===== config.mk =====
export PLATFORM = sky130hd
export DESIGN_NAME = branch_ctrl
export DESIGN_NICKNAME = d
export VERILOG_FILES = /design/src/rtl/branch_ctrl.sv
export SDC_FILE = /design/constraint.sdc
export NUM_CORES = 1
export LEC_CHECK = 0
export ABC_AREA = 0
export CAP_MARGIN = 20
export CORE_MARGIN = 1
export CORE_UTILIZATION = 45
export DETAILED_ROUTE_END_ITERATION = 10
export PLACE_DENSITY = 0.65
export SYNTH_ARGS = -nofsm -noshare
export SYNTH_HDL_FRONTEND = slang
export SYNTH_SLANG_ARGS = --single-unit

===== constraint.sdc =====
create_clock -name CLK -period 3.7 [get_ports CLK]
set_clock_uncertainty 0.2 [all_clocks]
set_input_delay 0.555 -clock CLK [delete_from_list [all_inputs] [get_ports CLK]]
set_output_delay 0.555 -clock CLK [all_outputs]
set_load 0.005 [all_outputs]

===== src/rtl/branch_ctrl.sv =====
// Control-transfer unit: decodes jump/call/return strobes, drives the PC load
// pair with a one-cycle registered LOAD/FLUSH, and keeps a return-address stack.
module branch_ctrl #(
  parameter int STACK_DEPTH = 8,
  parameter int AW          = 16,
  localparam int PW         = $clog2(STACK_DEPTH),
  localparam int SPW        = PW + 1
) (
  input  logic          CLK,
  input  logic          RST,
  input  logic          EN,
  input  logic [AW-1:0] INSTR_PC,
  input  logic          JMP,
  input  logic          COND,
  input  logic          CALL,
  input  logic          RET,
  input  logic [AW-1:0] TARGET,
  input  logic          CLR_ERR,
  output logic          LOAD,
  output logic [AW-1:0] ADDRESS,
  output logic          FLUSH,
  output logic [SPW-1:0] SP,
  output logic          OVFL,
  output logic          UNDF
);

  localparam logic [SPW-1:0] FULL_SP = SPW'(STACK_DEPTH);

  logic          load_q, load_d;
  logic [AW-1:0] addr_q, addr_d;
  logic [SPW-1:0] sp_q, sp_d;
  logic          ovfl_q, ovfl_d;
  logic          undf_q, undf_d;
  logic [AW-1:0] stack_q [STACK_DEPTH];

  logic          accept, do_ret, do_call, do_jmp, full, empty, push;
  logic [PW-1:0] push_idx, pop_idx;
  logic [SPW-1:0] sp_m1;

  // Strobes seen while LOAD is high belong to the squashed instruction.
  assign accept   = EN & ~load_q;
  assign do_ret   = accept & RET;
  assign do_call  = accept & CALL & ~RET;
  assign do_jmp   = accept & JMP & COND & ~RET & ~CALL;
  assign full     = (sp_q == FULL_SP);
  assign empty    = (sp_q == '0);
  assign sp_m1    = sp_q - SPW'(1);
  assign push_idx = sp_q[PW-1:0];
  assign pop_idx  = sp_m1[PW-1:0];

  always_comb begin
    load_d = 1'b0;
    addr_d = addr_q;
    sp_d   = sp_q;
    ovfl_d = ovfl_q & ~CLR_ERR;
    undf_d = undf_q & ~CLR_ERR;
    push   = 1'b0;
    if (do_ret) begin
      if (empty) begin
        undf_d = 1'b1;
      end else begin
        addr_d = stack_q[pop_idx];
        sp_d   = sp_m1;
        load_d = 1'b1;
      end
    end else if (do_call) begin
      // A full stack drops the push but the call still transfers control.
      if (full) begin
        ovfl_d = 1'b1;
      end else begin
        push = 1'b1;
        sp_d = sp_q + SPW'(1);
      end
      addr_d = TARGET;
      load_d = 1'b1;
    end else if (do_jmp) begin
      addr_d = TARGET;
      load_d = 1'b1;
    end
  end

  always_ff @(posedge CLK or posedge RST) begin
    if (RST) begin
      load_q <= 1'b0;
      addr_q <= '0;
      sp_q   <= '0;
      ovfl_q <= 1'b0;
      undf_q <= 1'b0;
    end else begin
      load_q <= load_d;
      addr_q <= addr_d;
      sp_q   <= sp_d;
      ovfl_q <= ovfl_d;
      undf_q <= undf_d;
    end
  end

  always_ff @(posedge CLK) begin
    if (push) stack_q[push_idx] <= INSTR_PC + AW'(1);
  end

  assign LOAD    = load_q;
  assign FLUSH   = load_q;
  assign ADDRESS = addr_q;
  assign SP      = sp_q;
  assign OVFL    = ovfl_q;
  assign UNDF    = undf_q;

endmodule


==> results_dict.tcl, run 1 <==
set metrics [dict create \
    die_x_um 120.5 \
    yosysTopAreaCell "edfxtp_1" \
    synthCells 356 \
    crit_fanout 36 \
    maxCapViolations 0 \
    worstReg2RegStart "SP[1]" \
    fmax_mhz 369.7 \
    die_h_um 120.5 \
    hold_class "reg -> reg" \
    worstSetupEndpointType "output pin" \
    drtIter0Drc 241 \
    numPortBuffers 63 \
    rsz0062_at_grt "false" \
    min_period_ns 2.705 \
    hp-start "OVFL" \
    worst_pin_slew_ns 0.8612 \
    vias_per_cell 5.349 \
    synthAdderAreaFrac 0.005936 \
    synth-seq-cells 151 \
    wl_per_cell_um 19.97 \
    setup_violations 0 \
    slowest_delay_ns 0.64 \
    clock_sinks 151 \
    htreeDepth 4 \
    place.gp.congestion 0.7827 \
    post_cts_resized 0 \
    core_area_um2 13450 \
    power_mw 5.414 \
    first_global_vias 3402 \
    holdPathStages 2 \
    postCtsSetupBuffers 0 \
    hold_viol 0 \
    drtAntennaViolNets 0 \
    grt_start_max_net_pins 37 \
    cts_buffers 17 \
    synth_cell_types 42 \
    synthSimpleGateAreaFrac 0.06668 \
    fin_nets 476 \
    path_cells "buf_4 > clkdlybuf4s50_1" \
    worstPathRequired_ns 2.94 \
    start_util 0.4701 \
    cp-startpoint "SP[0]" \
    synth_top_family_by_area "multiplexers" \
    dp_hpwl_um 7908 \
    finalCritPeriodShare 0.7310 \
    post-place-cells 590 \
    dp_slack_ns 0.8335 \
    setup_slack_ns 0.9954 \
    groute.usage.overall 0.1847 \
    yosys-top-cells-area "edfxtp_1 (61%), dfrtp_1 (9.1%), mux4_2 (7.5%)" \
    grt_pass1_wl_um 19470 \
    clkLatencyLatePin_ns 0.41 \
    yosysSeqAreaShare 0.6989 \
    critPathLaunchType "flop" \
    power_density_nw_per_um2 699.2 \
    final_common_cell "edfxtp_1" \
    layout-drive-gt1-share 0.1839 \
    syn-num-nets 399 \
    pin_count 64 \
    n_antenna_cell 0 \
    cp.arrival_ns 1.95 \
    area_growth_pct 22.44 \
    cts_hold_buffers 0 \
    std_cell_rows 42 \
    slew_violations 0 \
    grt_overflow 0 \
    instances_no_fill 622 \
    final_cell_mix "edfxtp_1 (128), clkdlybuf4s50_1 (63), nor2_1 (27), nand2_1 (27), dfrtp_1 (22)" \
    yosysTopAreaCellShare 0.6078 \
    reg2reg_depth 6 \
    ir_drop_mv 0.3808 \
    fin_area_um2 7742 \
    synth-xor-area-share 0.02889 \
    num_vias 3327 \
    utilization 0.5755 \
    synth_mux_area_frac 0.1223 \
    finalHoldWorstSlack_ns 0.3368 \
    tns_ns 0 \
    drt_pre_antenna_iters 4 \
    clk_pin_slew_worst_paths_ns 0.06 \
    avgSynthCellArea_um2 17.76 \
    cts_root_buffer "clkbuf_16" \
    status "finished, final reports clean" \
    critPathKind "reg -> out" \
    fp.dieArea_um2 14530 \
    antenna_found_initial 0 \
    max_slew_margin 0.4252 \
    slowest_stage "clkdlybuf4s50_1" \
    clk_path_buf_depth 2 \
    synth-compound-area-share 0.04630 \
    syn-cell-area_um2 6324 \
    cts_tree "done" \
    drc 0 \
    power_leakage_nw 2.639 \
    wirelength_um 12420 \
    placed_area_um2 7128 \
    yosys_warnings 0 \
]
-- routing by layer --
layer,track usage,share of wire
met1,0.2667,0.46
met2,0.2802,0.47
met5,0,0
met3,0.03302,0.063
met4,0.07253,0.0085
-- layout make-up --
class / count / area (um2)
fillers: 1032 / 5710
flip-flops and latches: 151 / 4420
multi-input cells: 176 / 1718
repair buffers: 76 / 728.2
clock buffers: 21 / 504.2
well taps: 176 / 220.2
clock inverters: 11 / 110.1
inverters: 11 / 41.29
-- cells in the mapped netlist, drive strengths merged --
cell type	count
edfxtp	128
mux4	32
nor2	28
nand2	27
dfrtp	23
a22oi	16
a31oi	16
buf	16
inv	11
xnor2	10
xor2	10
nor3	7
nand3	5
a211oi	3
ha	3
clkbuf	2
nand2b	2
nor2b	2
nor3b	2
nor4	2
o21ai	2
o22ai	2
a21oi	1
and3	1
mux2	1
nand3b	1
nand4	1
nand4bb	1
or3	1
-- logic make-up after synthesis --
logic type,count (synthesis)
flops,151
xor+xnor,20
fa+ha+maj,3
buf+inv,29
mux,33
simple gates,80
compound gates,40
-- report_power, final --
part           switching (mW)  internal, mW
registers               0.107          2.01
clock network           0.672          1.06
logic                   0.765         0.807
-- worst paths after layout --
check	slack [ns]	to
worst max-delay path	1.0	SP[0]
worst min-delay path	0.34	OVFL
worst max register to register	1.21	ADDRESS[9]
worst min register to register	0.34	OVFL
max in group asynchronous	2.28	SP[0]
min in group asynchronous	0.43	ADDRESS[5]
-- worst max-delay path: cells and delay by family (launching register included) --
kind / cells / cell delay, ns
DFF: 1 / 0.35
buffers and inverters: 2 / 1.18
-- flip-flops by register name (all words and copies together) (netlist names) --
signal / cells
ADDRESS: 16
OVFL: 1
FLUSH: 1
SP: 4
UNDF: 1
stack_q: 128
Power figures use the tool's default switching activity.
==> run 2: changes to the inputs <==
==> constraint.sdc (replaced) <==
create_clock -name CLK -period 2.81 [get_ports CLK]
set_clock_uncertainty 0.2 [all_clocks]
set_input_delay 0.4215 -clock CLK [delete_from_list [all_inputs] [get_ports CLK]]
set_output_delay 0.4215 -clock CLK [all_outputs]
set_load 0.005 [all_outputs]
==> run 2 against run 1 <==
Against the previous run: worst setup slack got worse by 0.64 ns; design area increased by 2.0%; non-clock buffer count increased by 7; first-iteration DRC count increased by 7.9%; total power increased by 30%; combinational power increased by 32%; sequential cell count unchanged; via count increased by 4.3%; critical path type is now reg -> reg; largest cell class unchanged.
==> results_dict.tcl, run 2 (synthesized netlist as in run 1, its figures left out) <==
set metrics [dict create \
    max_slew_margin 0.5930 \
    power_mw 7.042 \
    ir_drop_mv 0.5388 \
    setup_violations 0 \
    min_period_ns 2.452 \
    critPathTopFamily "compound AO/OA/AOI/OAI gates" \
    grt_start_max_net_pins 37 \
    crit_fanout 33 \
    numPortBuffers 63 \
    grt_pass1_wl_um 20440 \
    antenna_found_initial 0 \
    die_x_um 120.5 \
    post_cts_resized 0 \
    layout-drive-gt1-share 0.1943 \
    clock_sinks 151 \
    slew_violations 0 \
    slowest_delay_ns 0.52 \
    std_cell_rows 42 \
    clk_pin_slew_worst_paths_ns 0.06 \
    status "finished, final reports clean" \
    fmax_mhz 407.8 \
    wirelength_um 13130 \
    cts_tree "done" \
    final_cell_mix "edfxtp_1 (128), clkdlybuf4s50_1 (63), nor2_1 (27), nand2_1 (27), dfrtp_1 (22)" \
    postCtsSetupBuffers 0 \
    htreeDepth 4 \
    cp.arrival_ns 2.53 \
    power_density_nw_per_um2 891.6 \
    core_area_um2 13450 \
    instances_no_fill 629 \
    area_growth_pct 24.89 \
    drc 0 \
    vias_per_cell 5.515 \
    cts_root_buffer "clkbuf_16" \
    cts_buffers 17 \
    worstSetupEndpointType "flop" \
    fin_nets 483 \
    worst_pin_slew_ns 0.6062 \
    maxCapViolations 0 \
    critPathLaunchType "flop" \
    die_h_um 120.5 \
    num_vias 3469 \
    hold_class "in -> async" \
    wl_per_cell_um 20.87 \
    drt_pre_antenna_iters 4 \
    critPathBufInv 2 \
    drtAntennaViolNets 0 \
    final_common_cell "edfxtp_1" \
    place.gp.congestion 0.7475 \
    power_leakage_nw 2.691 \
    first_global_vias 3610 \
    grt_overflow 0 \
    utilization 0.5871 \
    critPathKind "reg -> reg" \
    finalCritPeriodShare 0.8726 \
    largest_reg_flops 128 \
    hold_viol 0 \
    tns_ns 0 \
    pin_count 64 \
    cts_hold_buffers 0 \
    groute.usage.overall 0.1988 \
    dp_hpwl_um 7976 \
    n_antenna_cell 0 \
    clkLatencyLatePin_ns 0.42 \
    worstPathRequired_ns 2.89 \
    path_cells "inv_1 > ha_1 > buf_12 > mux4_1 > a22oi_1 > a31oi_1" \
    slowest_stage "dfrtp_1" \
    largest_register "stack_q" \
    clk_path_buf_depth 2 \
    drtIter0Drc 260 \
    rsz0062_at_grt "false" \
    fp.dieArea_um2 14530 \
    post-place-cells 597 \
    start_util 0.4701 \
]
[run 2: worst paths after layout]
check                      slack (ns)  start  cells after the start         end
min in group CLK                 0.34   UNDF                      2        UNDF
max reg2reg                      0.36  SP[1]                      6  ADDRESS[9]
min                              0.15    RST                      3  ADDRESS[6]
max in group asynchronous        2.00    RST                      3       SP[0]
min reg2reg                      0.34   UNDF                      2        UNDF
max                              0.36  SP[1]                      6  ADDRESS[9]
[run 2: metrics by stage]
stage	hold slack (ns)	instance area, um2	setup WS, ns
CTS	0.1400	7898	0.3602
floorplan	0.2234	6334	0.03518
finish	0.1518	7898	0.3581
global route	0.1697	7898	0.2447
detailed placement	0.3355	7318	0.07663
global placement	0.3223	7318	0.2101
[run 2: worst register-to-register path, stage by stage, from the launching register on]
cell and delay [ns]:
dfrtp_1 0.52, inv_1 0.12, ha_1 0.34, buf_12 0.23
mux4_1 0.33, a22oi_1 0.43, a31oi_1 0.16
[run 2: final cells by class]
type | instances | area, um2
Fill cell | 987 | 5555
Tap cell | 176 | 220.2
Clock inverter | 10 | 93.84
Clock buffer | 22 | 485.5
Sequential cell | 151 | 4420
Multi-Input combinational cell | 176 | 1718
Inverter | 11 | 41.29
Timing Repair Buffer | 83 | 918.4
[run 2: power breakdown]
part	internal [mW]	total (mW)	switching [mW]
clock network	1.32	2.17	0.857
registers	2.64	2.79	0.149
logic	1.13	2.08	0.948
total	5.09	7.04	1.95
[run 2: routing by layer]
layer / GRT usage / vias to the layer above / wire length (um)
met1: 0.2651 / 1770 / 5968
met3: 0.04717 / 10 / 622
li1: - / 1576 / -
met5: 0 / - / 0
met2: 0.3200 / 113 / 6404
met4: 0.07176 / 0 / 131
